### src/rtl/stage4_mem_if.sv
// EX->MEM->WB/ID handshake and data-SRAM response bundle for pipeline stage 4.
// The slave modport is the MEM stage; the master modport is its environment.
interface stage4_mem_if;
  logic        es_to_ms_valid;
  logic        ms_allow_in;
  logic [74:0] es_to_ms_bus;
  logic        ws_allow_in;
  logic        ms_to_ws_valid;
  logic [69:0] ms_to_ws_bus;
  logic [38:0] ms_to_ds_bus;
  logic        data_sram_data_ok;
  logic [31:0] data_sram_rdata;
  logic        ms_timeout;

  modport slave (
    input  es_to_ms_valid, es_to_ms_bus, ws_allow_in, data_sram_data_ok, data_sram_rdata,
    output ms_allow_in, ms_to_ws_valid, ms_to_ws_bus, ms_to_ds_bus, ms_timeout
  );

  modport master (
    output es_to_ms_valid, es_to_ms_bus, ws_allow_in, data_sram_data_ok, data_sram_rdata,
    input  ms_allow_in, ms_to_ws_valid, ms_to_ws_bus, ms_to_ds_bus, ms_timeout
  );
endinterface

### src/rtl/stage4_mem.sv
// Pipeline stage 4 (MEM): latches EX results, waits for data-SRAM load data / store ack,
// aligns and extends load data. Optional MS_DATA_BYPASS_EN lets data_ok complete a load the same cycle.
module stage4_mem #(
  parameter int TIMEOUT_CYC = 0
) (
  input logic         clk,
  input logic         reset,
  stage4_mem_if.slave ms
);

  localparam int CW = (TIMEOUT_CYC < 1) ? 1 : $clog2(TIMEOUT_CYC + 1);

  typedef enum logic [1:0] {S_EMPTY, S_WAIT, S_DONE} state_t;

  state_t        r_state, w_state_nxt;
  logic [73:0]   r_es_bus;
  logic [31:0]   r_rdata;
  logic [CW-1:0] r_cnt;
  logic          r_timeout;

  logic [31:0] w_pc, w_cal, w_ld_src, w_ld_val, w_final;
  logic        w_gr_we, w_rfm;
  logic [4:0]  w_dest;
  logic [2:0]  w_ld_op;
  logic [1:0]  w_addr;
  logic [7:0]  w_byte;
  logic [15:0] w_half;
  logic        w_ms_valid, w_ready_go, w_allow_in, w_accept, w_data_hit, w_in_mem_req;
  logic [CW:0] w_cnt_inc;

  assign w_pc    = r_es_bus[31:0];
  assign w_gr_we = r_es_bus[32];
  assign w_rfm   = r_es_bus[33];
  assign w_dest  = r_es_bus[38:34];
  assign w_cal   = r_es_bus[70:39];
  assign w_ld_op = r_es_bus[73:71];
  assign w_addr  = w_cal[1:0];

  assign w_in_mem_req = ms.es_to_ms_bus[74];
  assign w_ms_valid   = (r_state != S_EMPTY);
  // data_ok only counts while a request is outstanding
  assign w_data_hit   = (r_state == S_WAIT) & ms.data_sram_data_ok;

`ifdef MS_DATA_BYPASS_EN
  assign w_ready_go = (r_state == S_DONE) | w_data_hit;
  assign w_ld_src   = (r_state == S_WAIT) ? ms.data_sram_rdata : r_rdata;
`else
  assign w_ready_go = (r_state == S_DONE);
  assign w_ld_src   = r_rdata;
`endif

  assign w_allow_in = !w_ms_valid | (w_ready_go & ms.ws_allow_in);
  assign w_accept   = ms.es_to_ms_valid & w_allow_in;

  always_ff @(posedge clk) begin
    if (reset) r_state <= S_EMPTY;
    else       r_state <= w_state_nxt;
  end

  // Handing off to WB (allow_in) takes priority; otherwise a WAIT response parks in DONE.
  always_comb begin
    w_state_nxt = r_state;
    case (r_state)
      S_EMPTY, S_WAIT, S_DONE: begin
        if (w_allow_in)
          w_state_nxt = ms.es_to_ms_valid ? (w_in_mem_req ? S_WAIT : S_DONE) : S_EMPTY;
        else if (w_data_hit)
          w_state_nxt = S_DONE;
      end
      default: w_state_nxt = S_EMPTY;
    endcase
  end

  always_ff @(posedge clk) begin
    if (reset)         r_es_bus <= '0;
    else if (w_accept) r_es_bus <= ms.es_to_ms_bus[73:0];
  end

  always_ff @(posedge clk) begin
    if (reset)           r_rdata <= '0;
    else if (w_data_hit) r_rdata <= ms.data_sram_rdata;
  end

  // Load alignment: byte lane from addr[1:0], half lane from addr[1] only.
  always_comb begin
    w_byte = w_ld_src[7:0];
    case (w_addr)
      2'd1:    w_byte = w_ld_src[15:8];
      2'd2:    w_byte = w_ld_src[23:16];
      2'd3:    w_byte = w_ld_src[31:24];
      default: w_byte = w_ld_src[7:0];
    endcase
    w_half = w_addr[1] ? w_ld_src[31:16] : w_ld_src[15:0];
    case (w_ld_op)
      3'b001:  w_ld_val = {{24{w_byte[7]}}, w_byte};
      3'b010:  w_ld_val = {{16{w_half[15]}}, w_half};
      3'b011:  w_ld_val = {24'd0, w_byte};
      3'b100:  w_ld_val = {16'd0, w_half};
      default: w_ld_val = w_ld_src;
    endcase
  end

  assign w_final = w_rfm ? w_ld_val : w_cal;

  // Counter holds the number of completed WAIT cycles; timeout latches the edge it reaches TIMEOUT_CYC.
  assign w_cnt_inc = {1'b0, r_cnt} + 1'b1;

  always_ff @(posedge clk) begin
    if (reset) begin
      r_cnt     <= '0;
      r_timeout <= 1'b0;
    end else begin
      if (w_accept && w_in_mem_req)
        r_cnt <= '0;
      else if ((r_state == S_WAIT) && !(&r_cnt))
        r_cnt <= r_cnt + 1'b1;
      if ((TIMEOUT_CYC != 0) && (r_state == S_WAIT) && (w_cnt_inc == (CW+1)'(TIMEOUT_CYC)))
        r_timeout <= 1'b1;
    end
  end

  assign ms.ms_allow_in    = w_allow_in;
  assign ms.ms_to_ws_valid = w_ms_valid & w_ready_go;
  assign ms.ms_to_ws_bus   = {w_gr_we, w_dest, w_final, w_pc};
  assign ms.ms_to_ds_bus   = {w_ms_valid & w_rfm & !w_ready_go,
                              w_ms_valid & w_gr_we & (w_dest != 5'd0),
                              w_dest, w_final};
  assign ms.ms_timeout     = r_timeout;

endmodule
### src/flat_wrapper.sv
// flat-port wrapper written by rule: the top's interface ports become plain ports
module stage4_mem_flat 
#(
  parameter int TIMEOUT_CYC = 0
)
  (clk, reset, ms_es_to_ms_valid, ms_es_to_ms_bus, ms_ws_allow_in, ms_data_sram_data_ok, ms_data_sram_rdata, ms_ms_allow_in, ms_ms_to_ws_valid, ms_ms_to_ws_bus, ms_ms_to_ds_bus, ms_ms_timeout);
  stage4_mem_if ms_i ();
  input logic clk;
  input logic reset;
  input wire logic [$bits(ms_i.es_to_ms_valid)-1:0] ms_es_to_ms_valid;
  input wire logic [$bits(ms_i.es_to_ms_bus)-1:0] ms_es_to_ms_bus;
  input wire logic [$bits(ms_i.ws_allow_in)-1:0] ms_ws_allow_in;
  input wire logic [$bits(ms_i.data_sram_data_ok)-1:0] ms_data_sram_data_ok;
  input wire logic [$bits(ms_i.data_sram_rdata)-1:0] ms_data_sram_rdata;
  output wire logic [$bits(ms_i.ms_allow_in)-1:0] ms_ms_allow_in;
  output wire logic [$bits(ms_i.ms_to_ws_valid)-1:0] ms_ms_to_ws_valid;
  output wire logic [$bits(ms_i.ms_to_ws_bus)-1:0] ms_ms_to_ws_bus;
  output wire logic [$bits(ms_i.ms_to_ds_bus)-1:0] ms_ms_to_ds_bus;
  output wire logic [$bits(ms_i.ms_timeout)-1:0] ms_ms_timeout;
  assign ms_i.es_to_ms_valid = ms_es_to_ms_valid;
  assign ms_i.es_to_ms_bus = ms_es_to_ms_bus;
  assign ms_i.ws_allow_in = ms_ws_allow_in;
  assign ms_i.data_sram_data_ok = ms_data_sram_data_ok;
  assign ms_i.data_sram_rdata = ms_data_sram_rdata;
  assign ms_ms_allow_in = ms_i.ms_allow_in;
  assign ms_ms_to_ws_valid = ms_i.ms_to_ws_valid;
  assign ms_ms_to_ws_bus = ms_i.ms_to_ws_bus;
  assign ms_ms_to_ds_bus = ms_i.ms_to_ds_bus;
  assign ms_ms_timeout = ms_i.ms_timeout;
  stage4_mem #(.TIMEOUT_CYC(TIMEOUT_CYC)) u_core (.clk(clk), .reset(reset), .ms(ms_i));
endmodule
### config.mk
export PLATFORM = sky130hd
export DESIGN_NAME = stage4_mem_flat
export DESIGN_NICKNAME = d
export VERILOG_FILES = /design/src/rtl/stage4_mem_if.sv /design/src/rtl/stage4_mem.sv /design/src/flat_wrapper.sv
export SDC_FILE = /design/constraint.sdc
export NUM_CORES = 1
export LEC_CHECK = 0
export ABC_AREA = 1
export BUFFER_PORTS_ARGS = -buffer_cell sky130_fd_sc_hd__buf_2
export CAP_MARGIN = 10
export CORE_MARGIN = 10
export CORE_UTILIZATION = 53
export DETAILED_ROUTE_END_ITERATION = 12
export PLACE_DENSITY = 0.86
export SYNTH_ARGS = -nofsm -noshare
export SYNTH_HDL_FRONTEND = slang
export SYNTH_SLANG_ARGS = --single-unit
### constraint.sdc
create_clock -name clk -period 2.1 [get_ports clk]
set_input_delay 0 -clock clk [delete_from_list [all_inputs] [get_ports clk]]
set_output_delay 0 -clock clk [all_outputs]
set_load 0.005 [all_outputs]
# After elaboration in Yosys (flattened, before gate mapping)
# Cells that the tools add are included.
# totals
word_cells,38
in_bits,112
regBits,108
# classes
n_eq_ne,9
n_reduce_logical,8
bitwise,10
mux,8
# ops
operator,n
one-hot mux 32 bit (4 select lines),1
two-way mux 32 bit,1
one-hot mux 8 bit (3 select lines),1
two-way mux 16 bit,1
AND 1 bit,8
two-way mux 2 bit,4
"equality test 2 bit, second input constant",3
"equality test 3 x 2 -> 1 bit, second input constant",2
nonzero test 5 bit,1
"equality test 2 x 1 -> 1 bit, second input constant",2
nonzero test 2 bit,2
"equality test 3 x 1 -> 1 bit, second input constant",1
"equality test 3 bit, second input constant",1
OR reduction 3 bit,1
zero test 1 bit,2
zero test 2 bit,1
OR reduction 2 bit,1
inverter 1 bit,1
OR 1 bit,1

# Longest topological paths before layout
# logic_depth
depth_word,4
depth_mapped,11

# Worst setup path after synthesis
# No wires, ideal clock.
# synth_timing
path_type,register -> output
from,register u_core.r_es_bus[71]
to,output ms_ms_to_ws_bus[54]
t_arrival_ns,1.302
required_ns,2.100
path_slack_ns,0.798
stages_incl_launch_ff,11
path_buffers,2
path_cell_list,dfxtp_1 inv_2 nor2_4 inv_2 nor2_2 nand2_4 nand2_2 buf_8 nor2_2 nor2_2 buf_4
# synth_via
elab_chain_cells,3
word_cells_on_any_way,6
classes_between,eq/ne (4); mux (2)
# synth_rtl
element,line_no,text
from (decl),stage4_mem.sv:16,logic [73:0] r_es_bus;
from (signal assigned),stage4_mem.sv:76,else if (w_accept) r_es_bus <= ms.es_to_ms_bus[73:0];
"equality test 3 bit, or another cell as far along",stage4_mem.sv:94,case (w_ld_op)
one-hot mux 32 bit (4 select lines) (*),stage4_mem.sv:94,
two-way mux 32 bit (*),stage4_mem.sv:103,assign w_final = w_rfm ? w_ld_val : w_cal;
to (decl),flat_wrapper.sv:17,output wire logic [$bits(ms_i.ms_to_ws_bus)-1:0] ms_ms_to_ws_bus;
# Every way passes the cells marked *; elsewhere a longest branch is shown, timed or not.

# Worst setup path after layout
# layout_timing
from,register u_core.r_state[1]
to,register u_core.r_es_bus[36]
# layout_via
elab_chain_cells,4
word_cells_on_any_way,6
classes_between,eq/ne (1); bitwise (3); reduce/logical (2)
# layout_rtl
element,line_no,text
from (decl),stage4_mem.sv:15,"state_t r_state, w_state_nxt;"
from (signal assigned),stage4_mem.sv:57,else r_state <= w_state_nxt;
equality test 2 bit / nonzero test 2 bit (equally long branches),"stage4_mem.sv:48, stage4_mem.sv:40",
AND 1 bit / zero test 1 bit (equally long branches),stage4_mem.sv:52,assign w_allow_in = !w_ms_valid | (w_ready_go & ms.ws_allow_in);
OR 1 bit (*),stage4_mem.sv:52,
AND 1 bit (*),stage4_mem.sv:53,assign w_accept = ms.es_to_ms_valid & w_allow_in;
# Marked as above.
# A chain may end at the register's enable or synchronous reset.

==> parameters.txt <==
Parameter                              Value

Synthesis
  Share of synthesized cell area in full adder, half adder and majority cells    0%
  Combinational family with the most area after synthesis    simple AND/OR/NAND/NOR gates
  Gate count after technology mapping    816
  Avg Cell Area, Syn    6.95 um2
  Sequential element share of the synthesized area    38.1%
  Fraction of the mapped netlist area in compound gates    17.5%
  Count of unique library cells instantiated by Yosys    27
  Number of warning messages in the yosys log    0
  Post-synthesis mux area share    0%
  XOR/XNOR share of the synthesized area    0%
  Combined area of all synthesized cells    5670 um2
  Share of synthesized cell area in and, or, nand and nor gates    25.8%
  Number of nets in the synthesized netlist    between 900 and 1,000
  FF+latch count, synth    108

Power and ir drop
  Total power per unit cell area    658 nW/um2
  Total power of the final layout    slightly below 5000 uW
  Cell leakage power    0.00345 uW
  VDD IR max    just under 500 uV

Floorplanning
  I/O pin total    about 220
  CORE AREA    10,400 um2
  Placement row count    37
  Die W    123 um
  Floorplan die height    123 um
  Starting utilization of the core area    54.7%
  Floorplan die area    15,200 um2

Worst setup path
  Critical setup path kind    flop to flop
  Critical Path Fanout Max    38
  Ordered cell list for the critical path    nand2_1, nand2_1, inv_2, nand2_4, buf_12, o21ai_0, dlygate4sd3_1, a21oi_1
  Slowest stage delay, CP    about 570 ps
  Most numerous cell on the critical path    nand2_1
  Cell type group with the largest total delay on the critical path    buffers and inverters
  Data arrival time at the worst-slack endpoint    2280 ps
  Critical path's slowest cell    dlygate4sd3_1
  Startpoint class of the critical path    flop
  Crit path buffers/inverters    3
  Type of destination of the critical path    flop
  Worst Path Required    2410 ps

STA
  Finish-stage setup viols    0
  Max frequency    a little over 500 MHz
  Number of failing hold endpoints at the final stage    0
  Worst clock skew on the final layout    15.1 ps
  Worst Hold Margin    64.1 ps
  Pins Over Slew Limit    0
  Aggregate negative setup slack    0 ps
  Period Utilization, post-route    94.0%
  Setup repair after global routing missed its margin    false
  Least-Margin Pin Slew    a little over 700 ps
  Crit path setup slack, layout    between 100 and 150 ps
  Relative slew slack    about 53%
  Min Clock Period, post-route    1970 ps

Clocking
  TritonCTS clock tree    built
  Clk slew on worst S/H paths    110 ps
  Post-CTS Setup Bufs    0
  Library cell used as clock root buffer    clkbuf_8
  Sinks on the clock net    around 110
  Clk_lat worst skew    370 ps
  Max Buffers Root-to-Sink    2
  Clock buffer count from CTS    9
  Clock H-tree levels    3

Place
  Total cell area at the placement stage    6200 um2
  Count of input and output buffers    approximately 220
  Half-perimeter wire length after detailed placement    about 13,000 um
  Place WS    496 ps
  Gpl congestion    0.855

Detailed routing
  Iteration count of the initial detailed-routing pass    5
  First-iteration detailed-routing DRC count    472
  Vias per inst    between 5 and 6
  Remaining number of nets flagged by the antenna check after routing    0
  Residual DRC count    0
  Post-detailed-routing wire length    about 20,000 um
  Via count    6,370
  Post-DR wirelength/cell    17.2 um

Finish
  Layout filler cell count    831
  Most frequent cells in the layout    buf_2, nand2_1, a21oi_1, dlygate4sd3_1, dfxtp_1
  Count of nets after finishing    1,155
  Most common cell after layout, fill and taps aside    buf_2
  Share of final-layout standard cells stronger than drive strength 1    27.5%
  Final design area excluding fillers    7540 um2
  Layout Area Growth over Synthesis    33.1%

Global routing
  Vias in the first global route    6,240
  Pin count of the biggest net entering global routing    67
  Number of antenna violations at the first check in global routing    0
  Wire length of the first global-routing pass    approximately 32,000 um
  Global router's overall resource usage    25.6%
  Total gr overflow    0

Hold path
  Kind of path behind the tightest hold check    input pin to flop

Flow run
  # Max-Cap Violations    0

Outcome
  Run status    finished, final reports clean
## routing by layer
metal	vias to the layer above	share of wire [%]	GRT usage, %
met4	0	4.0	12.3
met5	-	0	0
li1	3026	-	-
met3	72	9.4	7.93
met2	359	50	44.1
met1	2913	37	28.1
## sequential cells by signal, indices dropped and copies added, names as in the netlist
signal	flops
u_core.r_state	2
u_core.r_rdata	32
u_core.r_es_bus	74
## worst min-delay path, stage by stage
cell and delay [ps]:
buf_2 110, nand2_4 150, nand2_1 90, a21oi_1 50
## stage by stage
stage                     utilization [%]  instances
final                                72.7       1186
after global routing                 72.7       1184
after CTS                            72.5       1184
after detailed placement             59.8       1055
after global placement               59.8       1055
after floorplan                         -        816
## worst paths after layout
path	start	to	slack, ps	cells past startpoint
max	u_core.r_state[1]$_SDFFE_PP0P_	u_core.r_es_bus[36]$_SDFFE_PP0P_	130	8
min	ms_es_to_ms_valid	u_core.r_es_bus[7]$_SDFFE_PP0P_	60	4
max reg2reg	u_core.r_state[1]$_SDFFE_PP0P_	u_core.r_es_bus[36]$_SDFFE_PP0P_	130	8
min reg2reg	u_core.r_es_bus[28]$_SDFFE_PP0P_	u_core.r_es_bus[28]$_SDFFE_PP0P_	470	2
## logic make-up (layout without fill, tap and decap cells)
kind of cell | after synthesis | in the layout
flip-flops | 108 | 108
other | 1 | 3
AO/OA/AOI/OAI | 194 | 194
buffers and inverters | 176 | 408
AND/OR/NAND/NOR | 337 | 337
## cells in the mapped netlist
master	number	area (um2)
nand2_1	129	484
buf_1	6	22.5
nor3_1	3	15.0
nand4_1	1	6.26
nor2_4	3	33.8
o21ai_0	73	365
buf_4	78	586
and2_1	1	6.26
buf_6	8	90.1
nand2_2	4	25.0
dfxtp_1	108	2160
buf_2	18	90.1
clkbuf_1	19	71.3
conb_1	1	3.75
nor2_1	102	383
o21ai_2	1	8.76
a21oi_1	113	566
buf_8	1	15.0
inv_1	40	150
inv_2	5	18.8
nor2_2	21	131
o211ai_1	6	45.0
nand3_2	1	10.0
nand3_1	71	355
nand2_4	1	11.3
clkbuf_2	1	5.00
o31ai_1	1	7.51
## where the power goes
group	switching [uW]	internal, uW	total, uW
combinational	799	631	1430
sequential	94.6	2190	2280
clock	757	490	1250
total	1650	3310	4960
## area by class of cell
type                    instances  area, um2  share of cell area, %
multi-input cells             532       2470                   32.7
repair buffers                347       2370                   31.5
flip-flops and latches        108       2160                   28.7
well taps                     136        170                   2.26
inverters                      45        169                   2.24
clock buffers                  10        138                   1.82
clock inverters                 6       55.1                  0.730
diodes                          2       5.00                 0.0664
## repair_timing
action	4_1_cts	5_1_grt
hold endpoints to repair	108	0
hold buffers	113	0
gates resized for setup	0	5
endpoints found under the setup margin	0	54
(Power assumes the default switching activity.)
